==> config.mk <==
export PLATFORM = sky130hd
export DESIGN_NAME = pc_jump_unit
export DESIGN_NICKNAME = d
export VERILOG_FILES = /design/src/rtl/pc_pkg.sv /design/src/rtl/pc_next_calc.sv /design/src/rtl/pc_jump_unit.sv
export SDC_FILE = /design/constraint.sdc
export NUM_CORES = 1
export LEC_CHECK = 0
export CORE_MARGIN = 10
export CORE_UTILIZATION = 49
export DETAILED_ROUTE_END_ITERATION = 16
export PLACE_DENSITY_LB_ADDON = 0.15
export SYNTH_ARGS = -nofsm -noshare
export SYNTH_HDL_FRONTEND = slang
export SYNTH_SLANG_ARGS = --single-unit
==> constraint.sdc <==
create_clock -name clk -period 4.17 [get_ports clk]
set_input_delay 0.834 -clock clk [delete_from_list [all_inputs] [get_ports clk]]
set_output_delay 0.834 -clock clk [all_outputs]
set_load 0.02 [all_outputs]
==> src/rtl/pc_pkg.sv <==
// Shared widths, FSM state type and reset address for the fetch PC unit.
// Pure declarations; no logic.
package pc_pkg;

    localparam int PC_W = 32;
    localparam int JT_W = 28;

    localparam logic [PC_W-1:0] DEFAULT_RESET_PC = 32'h0000_0000;

    typedef enum logic [1:0] {
        IDLE   = 2'd0,
        RUN    = 2'd1,
        HALTED = 2'd2
    } pc_state_e;

endpackage

==> src/rtl/pc_next_calc.sv <==
// Next-PC candidates: sequential, jump and branch targets plus jump misalignment.
// Purely combinational, zero latency; no flow control.
module pc_next_calc
    import pc_pkg::*;
(
    input  logic [PC_W-1:0] i_pc,
    input  logic [JT_W-1:0] i_jump_target28,
    input  logic [15:0]     i_branch_off,
    output logic [PC_W-1:0] o_pc_plus4,
    output logic [PC_W-1:0] o_jump_tgt,
    output logic [PC_W-1:0] o_branch_tgt,
    output logic            o_jt_misaligned
);

    logic [PC_W-1:0] w_branch_disp;

    assign o_pc_plus4 = i_pc + 32'd4;

    // Jumps stay inside the 256 MB region of the delay-slot address.
    assign o_jump_tgt = {o_pc_plus4[PC_W-1:JT_W], i_jump_target28[JT_W-1:2], 2'b00};

    assign w_branch_disp   = {{14{i_branch_off[15]}}, i_branch_off, 2'b00};
    assign o_branch_tgt    = o_pc_plus4 + w_branch_disp;
    assign o_jt_misaligned = |i_jump_target28[1:0];

endmodule

==> src/rtl/pc_jump_unit.sv <==
// Fetch PC sequencer (IDLE/RUN/HALTED) with jump, branch and halt handling.
// Control sampled on an edge shows on pc at that edge; stall freezes all state.
module pc_jump_unit
    import pc_pkg::*;
#(
    parameter logic [PC_W-1:0] RESET_PC = DEFAULT_RESET_PC
) (
    input  logic            clk,
    input  logic            reset,
    input  logic            start,
    input  logic            stall,
    input  logic            jump,
    input  logic [JT_W-1:0] jump_target28,
    input  logic            branch,
    input  logic            zero,
    input  logic [15:0]     branch_off,
    input  logic            halt,
    output logic [PC_W-1:0] pc,
    output logic [PC_W-1:0] pc_plus4,
    output logic            valid,
    output logic            redirect,
    output logic            err
);

    pc_state_e       r_state;
    logic [PC_W-1:0] r_pc;
    logic            r_redirect;
    logic            r_err;

    logic [PC_W-1:0] w_pc_plus4;
    logic [PC_W-1:0] w_jump_tgt;
    logic [PC_W-1:0] w_branch_tgt;
    logic            w_jt_misaligned;

    pc_next_calc u_next (
        .i_pc            (r_pc),
        .i_jump_target28 (jump_target28),
        .i_branch_off    (branch_off),
        .o_pc_plus4      (w_pc_plus4),
        .o_jump_tgt      (w_jump_tgt),
        .o_branch_tgt    (w_branch_tgt),
        .o_jt_misaligned (w_jt_misaligned)
    );

    always_ff @(posedge clk or negedge reset) begin
        if (!reset) begin
            r_state    <= IDLE;
            r_pc       <= RESET_PC;
            r_redirect <= 1'b0;
            r_err      <= 1'b0;
        end else if (!stall) begin
            case (r_state)
                IDLE: begin
                    r_pc       <= RESET_PC;
                    r_redirect <= 1'b0;
                    if (start) begin
                        r_state <= RUN;
                    end
                end
                RUN: begin
                    if (halt) begin
                        r_state    <= HALTED;
                        r_redirect <= 1'b0;
                    end else if (jump) begin
                        r_pc       <= w_jump_tgt;
                        r_redirect <= 1'b1;
                        if (w_jt_misaligned) begin
                            r_err <= 1'b1;
                        end
                    end else if (branch && zero) begin
                        r_pc       <= w_branch_tgt;
                        r_redirect <= 1'b1;
                    end else begin
                        r_pc       <= w_pc_plus4;
                        r_redirect <= 1'b0;
                    end
                end
                HALTED: begin
                    r_redirect <= 1'b0;
                    if (start) begin
                        r_state <= RUN;
                    end
                end
                default: begin
                    r_state    <= IDLE;
                    r_redirect <= 1'b0;
                end
            endcase
        end
    end

    assign pc       = r_pc;
    assign pc_plus4 = w_pc_plus4;
    assign valid    = (r_state == RUN);
    assign redirect = r_redirect;
    assign err      = r_err;

endmodule

==> impl_metrics.csv <==
group,metric,value,unit
floorplanning,i_o_pins,119,
setup_path,timing.critical_path.required,3.34,ns
route,route.vias.total,4863,
cts,path_clk_slew,0.07,ns
final_layout,layout-drive-gt1-share,4.75,%
timing,slew_headroom,45.1,%
logic_synthesis,postSynthCellCount,556,
cts,clock_tree_from_tritoncts,"done",
setup_path,critical_path.startpoint_type,"register",
route,avgRoutedWirePerCell,20.2,um
setup_path,timing.critical_path.fanout_max,8,
cts,root_buffer,"sky130_fd_sc_hd__clkbuf_8",
cts,cts_sinks,34,
setup_path,worstSetupEndpointType,"output port",
floorplanning,die_y,112,um
logic_synthesis,ys_dominant_reg_cell,"sky130_fd_sc_hd__dfrtp_1",
global_routing,grt_overflow,0,
global_routing,global_route.usage.total,23.7,%
final_layout,layout.cells.most_common,"sky130_fd_sc_hd__clkdlybuf4s50_1",
logic_synthesis,netlist_area,4170,sq um
floorplanning,initial_core_utilization,50.5,%
place,post-dp-hpwl,12500,um
place,placement.setup.worst_slack,0.394,ns
route,route.detailed.drc,0,
route,drt-vias-per-instance,6.25,
min_path,holdPathStages,1,
timing,timing.final.setup_violations,0,
setup_path,crit-reg2reg-capture,"pc[29]",
cts,cts_buffer_depth,2,
place,number_of_placed_cells_counting_well_taps,770,
power,p_leak,2.48,nW
final_layout,utilization,67.3,%
setup_path,timing_worst_setup_path_type,"reg2out",
timing,setup_ws,0.300,ns
logic_synthesis,yosys_warning_total,0,
timing,least_margin_pin_slew,0.819,ns
timing,setup_repair_after_global_routing_missed_its_margin,"false",
logic_synthesis,synth_enable_flop_cells,0,
timing,hold_viol_final,0,
global_routing,via_count_of_the_first_global_routing_pass,4676,
run,maxCapViolCount,0,
global_routing,antenna_found_initial,0,
cts,cts_setup_buffers,0,
logic_synthesis,synth-seq-cells,34,
timing,max_clock_freq,258,MHz
cts,post_cts_resized,0,
timing,slew_viol_final,0,
min_path,worst_hold_path.endpoint,"err",
setup_path,reg2regPathDepth,13,
power,ratio_of_total_power_to_cell_area,352,nW/um^2
setup_path,worst_r2r_startpoint,"pc[4]",
min_path,min_from,"err",
place,port_buffers,114,
final_layout,final_cells,778,
timing,fin_crit_sh,92.8,%
floorplanning,core.rowCount,33,
route,detailedRoute.firstPassIterationCount,5,
global_routing,wire_length_of_the_first_global_routing_pass,24900,um
outcome,run_status,"complete, no violations",
setup_path,worst_ep_arrival_time,3.04,ns
timing,fin_crit,3.87,ns
route,detail-route-antenna-nets,0,
timing,finClkSkew,0.00621,ns
final_layout,most_frequent_cells_in_the_layout,"sky130_fd_sc_hd__clkdlybuf4s50_1, sky130_fd_sc_hd__nand2_1, sky130_fd_sc_hd__a21oi_1",
global_routing,largest_net_degree_at_the_start_of_global_routing,35,
logic_synthesis,fraction_of_the_yosys_area_taken_by_sequential_cells,20.4,%
cts,clk-insertion-delay-late,0.30,ns
setup_path,reg2reg_setup_slack,0.35,ns
power,post-layout-total-power,1.96,mW
cts,cts_hold_repair.buffers,0,
cts,htreeDepth,2,
floorplanning,die_width,112,um
floorplanning,floorplan.core_area,8260,sq um
final_layout,antenna-diode-count,0,
cts,cts_buffers,5,
final_layout,final_nets,761,
route,drt-initial-drc-count,462,
logic_synthesis,syn-mean-instance-area,7.50,sq um
timing,fin_setup_tns,0,ns
power,vdd.ir_drop.worst,0.188,mV
place,place.gp.congestion,0.994,
route,wirelength,15700,um
logic_synthesis,async_set_or_reset_register_ratio_after_synthesis,100,%
final_layout,area.growth.synth_to_final,33.3,%
logic_synthesis,ys_types,58,
floorplanning,floorplan.die_area,12600,sq um
min_path,min-delay-path-class,"reg2reg",
-- where the power goes --
part / internal, mW / total, mW / switching [mW]
Clock: 0.133 / 0.265 / 0.131
Combinational: 0.524 / 1.21 / 0.687
Sequential: 0.386 / 0.479 / 0.0933
Total: 1.04 / 1.96 / 0.911
-- area by class of cell --
type / instances / area (sq um)
clock buffers: 7 / 86.3
clock inverters: 1 / 5.00
fillers: 744 / 2700
inverters: 12 / 45.0
multi-input cells: 489 / 3180
flip-flops and latches: 34 / 851
well taps: 105 / 131
repair buffers: 130 / 1260
-- cells by family after synthesis --
| family | after synthesis | synth area share (%) |
|---|---|---|
| AO/OA/AOI/OAI | 194 | 29.4 |
| XOR/XNOR | 47 | 10.1 |
| adder cells (fa/ha/maj) | 37 | 11.3 |
| buffers and inverters | 36 | 3.78 |
| flip-flops | 34 | 20.4 |
| multiplexers | 4 | 0.960 |
| other | 1 | 0.0899 |
| AND/OR/NAND/NOR | 203 | 24.1 |
-- worst max-delay path by stage --
stage                        startpoint            to  slack [ns]  cells after the start
final                             pc[2]  pc_plus4[28]        0.30                      7
after global routing              pc[2]  pc_plus4[30]        0.15                      7
after CTS                         pc[2]  pc_plus4[28]        0.32                      7
after detailed placement  branch_off[0]        pc[30]        0.39                     13
after global placement    branch_off[0]        pc[30]        0.45                     13
after floorplan                   pc[4]        pc[27]        0.49                     15
-- through the flow --
stage                     hold slack, ns  instance area, sq um
after floorplan                    0.525                  4180
after global placement             0.466                  5470
after detailed placement           0.463                  5470
after CTS                          0.493                  5560
after global routing               0.552                  5560
final                              0.488                  5560
-- cell usage after synthesis (6+ instances only) --
master	count	share of area (%)
sky130_fd_sc_hd__a22oi_1	7	1.3
sky130_fd_sc_hd__inv_1	12	1.1
sky130_fd_sc_hd__o211ai_1	11	2.0
sky130_fd_sc_hd__xor2_1	21	4.4
sky130_fd_sc_hd__ha_1	36	11
sky130_fd_sc_hd__or3_1	6	0.90
sky130_fd_sc_hd__xnor2_1	25	5.3
sky130_fd_sc_hd__a31oi_1	8	1.2
sky130_fd_sc_hd__clkbuf_1	17	1.5
sky130_fd_sc_hd__nor3_1	6	0.72
sky130_fd_sc_hd__nor2_1	43	3.9
sky130_fd_sc_hd__a21o_1	19	3.4
sky130_fd_sc_hd__nand4_1	7	1.1
sky130_fd_sc_hd__and3_1	7	1.1
sky130_fd_sc_hd__nand3_1	19	2.3
sky130_fd_sc_hd__o21ai_0	49	5.9
sky130_fd_sc_hd__nand2_1	78	7.0
sky130_fd_sc_hd__nand2b_1	9	1.4
sky130_fd_sc_hd__a21oi_1	52	6.2
sky130_fd_sc_hd__dfrtp_1	34	20
-- sequential cells by signal, indices dropped and copies added (netlist names) --
signal,cells
err,1
pc,30
r_state,2
redirect,1
-- routing by layer --
| metal | wire, um | GRT usage [%] |
|---|---|---|
| met1 | 6150 | 28.7 |
| met2 | 7400 | 39.8 |
| met3 | 1780 | 7.35 |
| met4 | 377 | 6.26 |
| met5 | 0 | 0 |
-- critical path: stages, from the launching register on --
cell                              delay (ns)
sky130_fd_sc_hd__dfrtp_1                0.42
sky130_fd_sc_hd__ha_1                   0.29
sky130_fd_sc_hd__nand4_1                0.23
sky130_fd_sc_hd__and2b_1                0.35
sky130_fd_sc_hd__nand2_1                0.22
sky130_fd_sc_hd__nor2_1                 0.28
sky130_fd_sc_hd__xor2_1                 0.28
sky130_fd_sc_hd__clkdlybuf4s50_1        0.66
Note: power is estimated with default switching activity, not from simulation.
==> patch 1, RTL diff (same settings) <==
Put one more register stage on the output `redirect`, without a reset. The value now appears one clock later. The other outputs are not delayed to match.
--- a/src/rtl/pc_jump_unit.sv
+++ b/src/rtl/pc_jump_unit.sv
@@ -93,5 +93,7 @@
     assign pc_plus4 = w_pc_plus4;
     assign valid    = (r_state == RUN);
-    assign redirect = r_redirect;
+    always_ff @(posedge clk) begin
+        redirect <= r_redirect;
+    end
     assign err      = r_err;
 
Behaviour: not the same (a bounded check fails within 4 cycles, from zero or initial values and one cycle with reset low).
==> patch 1 against the unedited design <==
- routed wire length down 0.87%
- clock power up 25%
- maximum frequency up 0.44%
- area after synthesis up 0.48%
- setup slack better by 0.017 ns
- total power up 4.1%
- critical path depth unchanged
- via count down 2.1%
- sequential cell count up 1
- final cell count up 0.26%
- die area up 0.39%
- sequential share of layout area up 0.21 points
- cell area up 0.97%
- critical path type unchanged
- critical endpoint unchanged
- largest cell class unchanged
==> patch 1: results (changes against the unedited design) <==
stage	metric	value	unit	change
cells_and_area	Clock-cell share	0.0210		was 0.0164
detailed_routing	DR iter-0 viols	324		was 462
power_and_ir_drop	Static Leak	2.50	nW	was 2.48 nW
detailed_routing	routed vias/inst	6.10		was 6.25
grt	first-pass GRT wire length	25300	um	was 24900 um
grt	met2 Use GR	0.396		was 0.398
placement	dpl hpwl	12400	um	was 12500 um
yosys	synth unique cells	59		was 58
cells_and_area	Non-Filler Instances	780		was 778
cells_and_area	clock buffers	6		was 7
cells_and_area	Plain + repair buffers	131		was 130
detailed_routing	met3 wire len	1450	um	was 1780 um
timing	clock skew	0.00655	ns	was 0.00621 ns
detailed_routing	drt wl/cell	20.0	um	was 20.2 um
power_and_ir_drop	Power Clock	0.332	mW	was 0.265 mW
status	outcome	complete, no violations		unchanged
power_and_ir_drop	Sw Share	0.451		was 0.466
cells_and_area	area taken by flip-flops and latches	871	um^2	was 851 um^2
cells_and_area	Post-layout nets	763		was 761
critical_path	CP Data Arrival Time	3.02	ns	was 3.04 ns
timing	slew margin rel.	0.303		was 0.451
power_and_ir_drop	sequential cell fraction of total power	0.241		was 0.245
yosys	Seq/Total Area, Yosys	0.208		was 0.204
yosys	Post-Syn Instances	557		was 556
grt	GR Layer Usage met3	0.0634		was 0.0735
power_and_ir_drop	Clock power frac	0.163		was 0.135
detailed_routing	length of routed met2 wiring	7490	um	was 7400 um
cells_and_area	buffering overhead	0.226		was 0.227
-- patch 1: through the flow --
stage	setup slack [ns]	hold WS (ns)	area, um^2
after floorplan	0.492	0.347	4200
after global placement	0.485	0.356	5490
after detailed placement	0.452	0.368	5490
after CTS	0.303	0.385	5610
after global routing	0.0936	0.396	5610
final	0.317	0.382	5610
-- patch 1: worst paths after layout --
path,end,depth (start not counted),start,slack [ns]
max,pc_plus4[28],7,pc[2]$_DFFE_PN0P_,0.32
min,redirect$_DFF_P_,0,r_redirect$_DFFE_PN0N_,0.38
max reg2reg,pc[27]$_DFFE_PN0P_,15,pc[2]$_DFFE_PN0P_,0.45
min reg2reg,redirect$_DFF_P_,0,r_redirect$_DFFE_PN0N_,0.38
max in group asynchronous,pc[27]$_DFFE_PN0P_,2,reset,2.88
min in group asynchronous,pc[9]$_DFFE_PN0P_,2,reset,0.95
==> patch 2, RTL diff (same settings) <==
Made on the original files. Change the package constant `JT_W` from 28 to 14.
--- a/src/rtl/pc_pkg.sv
+++ b/src/rtl/pc_pkg.sv
@@ -4,5 +4,5 @@
 
     localparam int PC_W = 32;
-    localparam int JT_W = 28;
+    localparam int JT_W = 14;
 
     localparam logic [PC_W-1:0] DEFAULT_RESET_PC = 32'h0000_0000;
Ports: changed (resized jump_target28); port bits go from 119 to 105. The function was not compared with the original's and may differ.
==> patch 2 against the unedited design <==
- sequential cell count stayed put
- area after synthesis is 3.5% lower
- sequential share of layout area is 0.88 points higher
- total power is 19% lower
- core utilization is 0.076 points higher
- routed wire length is 10% lower
- cell area is 4.9% lower
- register-to-register slack worse by 0.14 ns
- setup slack worse by 0.092 ns
- count of clock-buffer cells in the layout is 1 lower
- synthesized cell count is 7.7% lower
- die area is 2.9% lower
- critical path type is now reg2reg
- highest routed layer unchanged
==> patch 2: results (changes against the unedited design) <==
stage	metric	value	unit	change
cells_and_area	Non-Filler Instances	723		was 778
critical_path	CP Data Arrival Time	4.16	ns	was 3.04 ns
cells_and_area	# fillers	707		was 744
cells_and_area	Multi-input gate area	2980	um^2	was 3180 um^2
placement	gpl congestion	0.963		was 0.994
grt	number of global-route vias before repair	4448		was 4676
cells_and_area	Non-clk invs	14		was 12
critical_path	reg2reg setup slack	0.21	ns	was 0.35 ns
cells_and_area	clock buffers	6		was 7
power_and_ir_drop	VDD IR max	168	uV	was 188 uV
grt	first-pass GRT wire length	23000	um	was 24900 um
detailed_routing	length of routed met2 wiring	6620	um	was 7400 um
yosys	Synth area leaders	dfrtp_1 21%, ha_1 11%, a21oi_1 6.0%, xnor2_1 5.9%, nand2_1 5.5%		was dfrtp_1 20%, ha_1 11%, nand2_1 7.0%, a21oi_1 6.2%, o21ai_0 5.9%
critical_path	R2R Path Start	pc[5]$_DFFE_PN0P_		was pc[4]$_DFFE_PN0P_
placement	Area after DPL	5130	um^2	was 5470 um^2
cells_and_area	Post-layout nets	696		was 761
yosys	most common library cells after synthesis	59 x nand2_1, 48 x a21oi_1, 38 x o21ai_0		was 78 x nand2_1, 52 x a21oi_1, 49 x o21ai_0
timing	Fin Hold WS	0.489	ns	was 0.488 ns
timing	Period minus WS final	3.96	ns	was 3.87 ns
cells_and_area	Finished Core Util	0.674		was 0.673
placement	dpl hpwl	11000	um	was 12500 um
yosys	Avg Inst Size Synth	7.84	um^2	was 7.50 um^2
critical_path	WS Path Type	reg2reg		was reg2out
yosys	Post-Syn Instances	513		was 556
placement	placed insts	713		was 770
cells_and_area	fraction of area in registers	0.162		was 0.153
critical_path	critical-path maximum fanout	8		unchanged
detailed_routing	met3 wire len	1390	um	was 1780 um
placement	I/O Buffers	100		was 114
grt	GR met1 Demand/Resource	0.272		was 0.287
cells_and_area	Multi-In Gates	445		was 489
yosys	Seq/Total Area, Yosys	0.212		was 0.204
detailed_routing	Met1 Routed Length	5810	um	was 6150 um
detailed_routing	Routed WL	14100	um	was 15700 um
critical_path	r2r worst-path depth	16		was 13
yosys	synth unique cells	65		was 58
status	outcome	complete, no violations		unchanged
cells_and_area	layout cell share with drive strength beyond 1	0.0870		was 0.0475
grt	GR Layer Usage met3	0.0567		was 0.0735
clock_tree	Clock Path Buffers	2		unchanged
critical_path	R2R Path End	pc[31]$_DFFE_PN0P_		was pc[29]$_DFFE_PN0P_
cells_and_area	Clock-cell share	0.0213		was 0.0164
timing	clock skew	0.00997	ns	was 0.00621 ns
power_and_ir_drop	Static Leak	2.39	nW	was 2.48 nW
critical_path	CP max stage delay	0.42	ns	was 0.66 ns
cells_and_area	Plain + repair buffers	121		was 130
cells_and_area	buffering overhead	0.219		was 0.227
clock_tree	CTS root buf	clkbuf_8		unchanged
placement	DP Worst Slack	0.172	ns	was 0.394 ns
-- patch 2: changes by cell type after synthesis, sizes merged, moves of 6 or more --
| cell | delta |
|---|---|
| nor2 | -11 |
| nand2 | -17 |
| nor4 | +6 |
| nand2b | -7 |
| o211ai | -10 |
-- patch 2: what timing repair did --
| item | CTS | global route |
|---|---|---|
| gates resized for setup | 0 | 9 |
| buffers inserted | 0 | 3 |
| endpoints found under the setup margin | 0 | 1 |
-- patch 2: cells by family (layout without fill, tap and decap cells) --
kind of cell / count (synthesis) / count (layout) / synth area share
simple gates: 179 / 179 / 0.234
compound gates: 178 / 178 / 0.279
xor+xnor: 46 / 46 / 0.100
fa+ha+maj: 37 / 37 / 0.117
buf+inv: 37 / 142 / 0.0547
flops: 34 / 34 / 0.212
other cells: 1 / 4 / 0.000932
mux: 1 / 1 / 0.00280
-- patch 2: power breakdown --
part	leakage (nW)	switching, mW	internal [mW]
clock network	0.0573	0.135	0.191
logic	1.88	0.462	0.361
registers	0.456	0.0609	0.371
